File: src/rtl/opendap_apb_test_slave_pkg.sv
// Shared constants and types for the OpenDAP APB test slave.
//   - register offsets within paddr[11:0]
//   - CTRL field positions
//   - transfer state enum
package opendap_apb_test_slave_pkg;

  localparam logic [11:0] ADDR_CTRL      = 12'h100;
  localparam logic [11:0] ADDR_ACC_COUNT = 12'h104;
  localparam logic [11:0] ADDR_ERR_ADDR  = 12'h108;

  localparam int CTRL_WAIT_LSB    = 0;
  localparam int CTRL_WAIT_W      = 4;
  localparam int CTRL_ERR_INJ_BIT = 8;

  typedef enum logic {
    IDLE   = 1'b0,
    ACCESS = 1'b1
  } state_e;

endpackage

File: src/rtl/opendap_apb_test_slave.sv
// APB3 test target for the OpenDAP MEM-AP destination port.
// Provides a zero-initialised word RAM, programmable wait states,
// error injection, an access counter and a last-error address register.
// Ports:
//   clk, rst_n            - APB clock, async active-low reset
//   psel, penable, pwrite - APB control
//   paddr[31:0]           - byte address (only [11:0] decoded)
//   pwdata[31:0]          - write data
//   prdata[31:0]          - read data, fixed at setup
//   pready                - high when the wait counter is zero
//   pslverr               - error response, qualified by pready
module opendap_apb_test_slave
  import opendap_apb_test_slave_pkg::*;
#(
  parameter int          RAM_DEPTH_LOG2 = 4,
  parameter logic [3:0]  RESET_WAIT     = 4'd0
) (
  input  logic        clk,
  input  logic        rst_n,
  input  logic        psel,
  input  logic        penable,
  input  logic        pwrite,
  input  logic [31:0] paddr,
  input  logic [31:0] pwdata,
  output logic [31:0] prdata,
  output logic        pready,
  output logic        pslverr
);

  localparam int          DEPTH   = 1 << RAM_DEPTH_LOG2;
  localparam logic [11:0] RAM_END = 12'(DEPTH * 4);

  state_e                      state_q, state_d;
  logic [3:0]                  cnt_q, cnt_d;
  logic                        err_q, err_d;
  logic [31:0]                 rdata_q, rdata_d;
  logic [3:0]                  ctrl_wait_q, ctrl_wait_d;
  logic                        ctrl_inj_q, ctrl_inj_d;
  logic [31:0]                 acc_q, acc_d;
  logic [31:0]                 err_addr_q, err_addr_d;
  logic [DEPTH-1:0][31:0]      ram_q, ram_d;

  logic [11:0]                 addr;
  logic [RAM_DEPTH_LOG2-1:0]   ram_idx;
  logic                        hit_ram, hit_ctrl, hit_acc, hit_err_addr;
  logic                        dec_err;
  logic [31:0]                 rd_val;
  logic                        setup, complete;

  assign addr    = paddr[11:0];
  assign ram_idx = addr[RAM_DEPTH_LOG2+1:2];

  assign setup    = (state_q == IDLE) && psel && !penable;
  assign complete = (state_q == ACCESS) && psel && penable && (cnt_q == 4'd0);

  // Address decode and read mux, evaluated against the live APB address
  always_comb begin
    hit_ram      = (addr < RAM_END);
    hit_ctrl     = (addr == ADDR_CTRL);
    hit_acc      = (addr == ADDR_ACC_COUNT);
    hit_err_addr = (addr == ADDR_ERR_ADDR);
    // Injection spares CTRL so software can always turn it back off
    dec_err = (addr[1:0] != 2'b00)
            || !(hit_ram || hit_ctrl || hit_acc || hit_err_addr)
            || (pwrite && hit_err_addr)
            || (ctrl_inj_q && !hit_ctrl);
    rd_val = '0;
    if (hit_ram) begin
      rd_val = ram_q[ram_idx];
    end else if (hit_ctrl) begin
      rd_val[CTRL_WAIT_LSB +: CTRL_WAIT_W] = ctrl_wait_q;
      rd_val[CTRL_ERR_INJ_BIT]             = ctrl_inj_q;
    end else if (hit_acc) begin
      rd_val = acc_q;
    end else if (hit_err_addr) begin
      rd_val = err_addr_q;
    end
  end

  // State register plus all datapath flops
  always_ff @(posedge clk or negedge rst_n) begin
    if (!rst_n) begin
      state_q     <= IDLE;
      cnt_q       <= '0;
      err_q       <= 1'b0;
      rdata_q     <= '0;
      ctrl_wait_q <= RESET_WAIT;
      ctrl_inj_q  <= 1'b0;
      acc_q       <= '0;
      err_addr_q  <= '0;
      ram_q       <= '0;
    end else begin
      state_q     <= state_d;
      cnt_q       <= cnt_d;
      err_q       <= err_d;
      rdata_q     <= rdata_d;
      ctrl_wait_q <= ctrl_wait_d;
      ctrl_inj_q  <= ctrl_inj_d;
      acc_q       <= acc_d;
      err_addr_q  <= err_addr_d;
      ram_q       <= ram_d;
    end
  end

  // Next state and wait counter
  always_comb begin
    state_d = state_q;
    cnt_d   = cnt_q;
    case (state_q)
      IDLE: begin
        if (setup) begin
          state_d = ACCESS;
          cnt_d   = ctrl_wait_q;
        end
      end
      ACCESS: begin
        if (!psel) begin
          // Master abandoned the transfer: drop it silently
          state_d = IDLE;
          cnt_d   = '0;
        end else if (penable) begin
          if (cnt_q == 4'd0) state_d = IDLE;
          else               cnt_d   = cnt_q - 4'd1;
        end
      end
      default: begin
        state_d = IDLE;
        cnt_d   = '0;
      end
    endcase
  end

  // Setup capture and completion side effects. Completion decodes the
  // target from paddr again, relying on APB holding it stable.
  always_comb begin
    err_d       = err_q;
    rdata_d     = rdata_q;
    ctrl_wait_d = ctrl_wait_q;
    ctrl_inj_d  = ctrl_inj_q;
    acc_d       = acc_q;
    err_addr_d  = err_addr_q;
    ram_d       = ram_q;
    if (setup) begin
      err_d   = dec_err;
      rdata_d = (dec_err || pwrite) ? 32'd0 : rd_val;
    end
    if (complete) begin
      acc_d = (acc_q == 32'hFFFF_FFFF) ? acc_q : acc_q + 32'd1;
      if (err_q) begin
        err_addr_d = paddr;
      end else if (pwrite) begin
        if (hit_ram) ram_d[ram_idx] = pwdata;
        if (hit_ctrl) begin
          ctrl_wait_d = pwdata[CTRL_WAIT_LSB +: CTRL_WAIT_W];
          ctrl_inj_d  = pwdata[CTRL_ERR_INJ_BIT];
        end
        // Clear takes priority over this transfer's own increment
        if (hit_acc) acc_d = '0;
      end
    end
  end

  // Outputs
  always_comb begin
    pready  = (cnt_q == 4'd0);
    pslverr = err_q && pready;
    prdata  = rdata_q;
  end

endmodule

File: config.mk
export PLATFORM = sky130hd
export DESIGN_NAME = opendap_apb_test_slave
export DESIGN_NICKNAME = d
export VERILOG_FILES = /design/src/rtl/opendap_apb_test_slave_pkg.sv /design/src/rtl/opendap_apb_test_slave.sv
export SDC_FILE = /design/constraint.sdc
export NUM_CORES = 1
export LEC_CHECK = 0
export BUFFER_PORTS_ARGS = -buffer_cell sky130_fd_sc_hd__buf_2
export CAP_MARGIN = 20
export CORE_MARGIN = 2
export CORE_UTILIZATION = 25
export CTS_CLUSTER_DIAMETER = 80
export DETAILED_ROUTE_END_ITERATION = 6
export PLACE_DENSITY = 0.38
export SYNTH_ARGS = -nofsm -noshare
export SYNTH_HDL_FRONTEND = slang
export SYNTH_SLANG_ARGS = --single-unit
export TNS_END_PERCENT = 5
File: constraint.sdc
create_clock -name clk -period 2.5 [get_ports clk]
set_input_delay 0.25 -clock clk [delete_from_list [all_inputs] [get_ports clk]]
set_output_delay 0.25 -clock clk [all_outputs]
set_load 0.05 [all_outputs]
==> summary.md <==
| Metric | Value |
|---|---|
| LEAKAGE | `16.2 nW` |
| Reg2Reg Setup Slack | `110 ps` |
| Hold Path Sink | `cnt_q[3]$_DFFE_PN0P_` |
| Post-synth cell types | `60` |
| Internal power | `17.6 mW` |
| Crit Path Max Fanout | `11` |
| CTS tree | `yes` |
| Final Util | `0.308` |
| Cells after synthesis | `1972` |
| H-tree levels | `3` |
| Rel. slew slack | `0.496` |
| Reg area | `0.0155 mm²` |
| GRT overflow | `0` |
| First-pass GRT wire length | `132 mm` |
| Setup Buffers After CTS | `0` |
| Yosys top cell by area | `dfrtp_1` |
| First-iteration detailed-routing DRC count | `833` |
| Fin crit share | `0.979` |
| Initial Utilization | `0.253` |
| Top FF cell, synth | `dfrtp_1` |
| Hold Fails Final Rpt | `0` |
| Final RePlAce weighted congestion | `0.776` |
| Area of the die | `0.117 mm²` |
| Post-synthesis compound-gate area fraction | `0.0501` |
| Routed wire per std cell | `23.6 µm` |
| Share of cells above drive strength 1 | `0.465` |
| Share of power burned in registers | `0.453` |
| Largest family of logic cells by synthesized area | `multiplexers` |
| Worst Hold Depth | `3` |
| Least-Margin Pin Slew | `756 ps` |
| Die width | `342 µm` |
| Sequential fraction of the synthesis area | `0.543` |
| Min Hold Slack | `46.7 ps` |
| Synth area leaders | `dfrtp_1 (54%), mux2_2 (20%), mux4_2 (10%), a22oi_1 (1.4%), mux2_1 (1.4%)` |
| Synthesized area per cell | `14.5 µm²` |
| Initial DRT Pass Iterations | `7` |
| Combinational share of power | `0.066` |
| Worst EP required | `2990 ps` |
| Simple-Gate Fraction of Synth Area | `0.0552` |
| Max Slew Vio Count | `0` |
| Drt drc | `0` |
| Top-count cell post-synth | `dfrtp_1` |
| Maximum clock insertion buffer count | `3` |
| Die Y | `342 µm` |
| PortBufs | `102` |
| CP endpoint kind | `register` |
| FP Rows | `123` |
| Worst Hold Class | `primary input to register` |
| Max Fclk | `409 MHz` |
| Number of enable flip-flop cells after synthesis | `0` |
| YS warnings | `0` |
| Total track usage | `0.151` |
| Final Cell Area | `0.0347 mm²` |
| Clk sink count | `619` |
| Synth Area in Adders | `0.00132` |
| Crit Path Category | `primary input to register` |
| Root buf cell | `clkbuf_16` |
| Largest net degree at the start of global routing | `135` |
| Pwr Total | `23.2 mW` |
| Crit path launch type | `primary input` |
| # setup viols final | `0` |
| FILL cells | `11203` |
| Power per Cell Area | `667 mW/mm²` |
| Multi-input gate area | `0.0123 mm²` |
| Post-synthesis mux area share | `0.323` |
| P_sw | `5.57 mW` |
| Critical path data arrival time | `2940 ps` |
| Outcome | `completed` |
| Sw Ratio | `0.240` |
| Synth Register Bits | `619` |
| Cells on worst reg2reg path | `9` |
| Synth cell count leaders | `dfrtp_1 (619), mux2_2 (500), mux4_2 (128)` |
| FFs w/ async S/R, synth | `1.00` |
| Post-DP HPWL | `57.1 mm` |
| Setup Skew | `19.0 ps` |
| DR vias | `17771` |
| Syn Nets | `2044` |
| Clock power share | `0.481` |
| Synth top area share | `0.543` |
| Placed Area | `0.0319 mm²` |
| Via density per instance | `4.81` |
| Clock transition at the registers of the reported paths | `50 ps` |
| Core ar. | `0.113 mm²` |
| RSZ-0062 raised after global routing | `false` |
| ANT nets after route | `0` |
| Area grow syn2layout | `21.7%` |
| Xor/xnor cell area share of the yosys netlist | `0` |
| Worst-Skew Late Latency | `630 ps` |
| CTS buffer count | `78` |
| Vias in the first global route | `19119` |
| Synth Cell Area | `0.0285 mm²` |
| Initial antenna violation count | `9` |
| Min Tclk post-route | `2450 ps` |
| Worst R2R Start | `cnt_q[1]$_DFFE_PN0P_` |
| Routed WL | `87.4 mm` |
| Final #Nets | `2218` |
| # IOs | `103` |
| Min-delay src | `psel` |
| MaxCap Viol Count | `0` |
| FF-to-FF End | `ram_q[364]$_DFFE_PN0P_` |
| Max IR drop VDD | `407 µV` |
| Setup TNS | `0 ps` |
==> how the worst max path moves through the flow <==
| stage | from | to | slack [ps] | cells after the start |
|---|---|---|---|---|
| floorplan | cnt_q[0]$_DFFE_PN0P_ | err_addr_q[10]$_DFFE_PN0P_ | 10 | 7 |
| global placement | cnt_q[1]$_DFFE_PN0P_ | ram_q[457]$_DFFE_PN0P_ | -5 | 8 |
| detailed placement | cnt_q[1]$_DFFE_PN0P_ | ram_q[453]$_DFFE_PN0P_ | -8 | 8 |
| CTS | cnt_q[1]$_DFFE_PN0P_ | ram_q[453]$_DFFE_PN0P_ | 10 | 8 |
| global route | cnt_q[0]$_DFFE_PN0P_ | ram_q[450]$_DFFE_PN0P_ | 20 | 8 |
| finish | paddr[7] | ram_q[364]$_DFFE_PN0P_ | 50 | 9 |
==> critical path, stage by stage <==
cell and delay, ps:
dlygate4sd3_1 540, buf_2 130, or4_4 580, nor3_4 210
and2_4 200, buf_12 140, and4_4 330, buf_12 190
mux2_2 350
==> kinds of logic after synthesis <==
logic type,after synthesis
muxes,683
DFF,619
and+or+nand+nor,266
AOI/OAI and AO/OA,220
buffers and inverters,181
adders and majority gates,3
==> flip-flops by register name, summed over array words and instances, names as in the netlist <==
| signal | cells |
|---|---|
| ram_q | 512 |
| err_addr_q | 32 |
| state_q | 1 |
| acc_q | 32 |
| ctrl_wait_q | 4 |
| cnt_q | 4 |
| err_q | 1 |
| ctrl_inj_q | 1 |
| prdata | 32 |
==> power by group through the flow <==
stage | Clock (mW) | Sequential [mW] | Combinational, mW
2_1_floorplan | 0 | 10.6 | 0.756
3_3_place_gp | 0 | 10.7 | 1.50
3_5_place_dp | 0 | 10.7 | 1.52
4_1_cts | 11.5 | 10.5 | 1.57
5_1_grt | 11.9 | 10.5 | 1.68
6_report | 11.2 | 10.5 | 1.53
==> cell type report <==
cell class                 instances  share of cell area
antenna                            1           0.0000720
clock inverter                    24             0.00800
sequential                       619               0.446
multi-input combinational       1172               0.355
tap                             1500              0.0540
clock buffer                     107              0.0640
timing repair buffer             258              0.0707
inverter                          17             0.00184
==> through the flow <==
stage / instances / worst slack, ps
after CTS: 3696 / 14.6
final: 3698 / 53.2
after global routing: 3698 / 15.4
after detailed placement: 3533 / -7.83
after global placement: 3533 / -4.71
after floorplan: 1972 / 13.1
==> cell usage in the layout (no fill, tap or decap), types with 9 or more instances in the layout <==
| master | netlist | final |
|---|---|---|
| dfrtp_1 | 619 | 619 |
| mux2_2 | 500 | 500 |
| mux4_2 | 128 | 128 |
| buf_2 | 62 | 99 |
| clkbuf_16 | 0 | 81 |
| buf_4 | 9 | 71 |
| o21ai_0 | 70 | 70 |
| nand2_1 | 65 | 65 |
| a22oi_1 | 54 | 54 |
| buf_12 | 0 | 52 |
| nand3_1 | 38 | 38 |
| and3_1 | 38 | 38 |
| mux2_1 | 35 | 35 |
| a21oi_1 | 33 | 33 |
| dlygate4sd3_1 | 0 | 32 |
| or3_1 | 27 | 27 |
| a22o_1 | 27 | 27 |
| mux2_4 | 20 | 20 |
| nand4_1 | 19 | 19 |
| inv_1 | 17 | 17 |
| clkinv_2 | 0 | 15 |
| clkbuf_1 | 86 | 15 |
| clkbuf_8 | 0 | 12 |
| nor2_1 | 13 | 10 |
| or4_1 | 10 | 10 |
| nand3_2 | 9 | 9 |
| o31ai_1 | 9 | 9 |
==> routing by layer <==
| metal | routed length [µm] | GRT usage | up-vias | share of wire |
|---|---|---|---|---|
| li1 | - | - | 7779 | - |
| met1 | 41400 | 0.212 | 9560 | 0.47 |
| met2 | 41100 | 0.240 | 297 | 0.47 |
| met3 | 2920 | 0.0250 | 131 | 0.033 |
| met4 | 2030 | 0.0410 | 4 | 0.023 |
| met5 | 21 | 0 | - | 0.00024 |
==> what timing repair did <==
action / in CTS / in global routing
hold endpoints to repair: 222 / 0
gates cloned: 0 / 1
hold buffers: 32 / 0
pin swaps: 0 / 3
setup endpoints to repair: 17 / 197
resized for setup: 1 / 4
No activity file was read; power rests on OpenSTA's default activity.
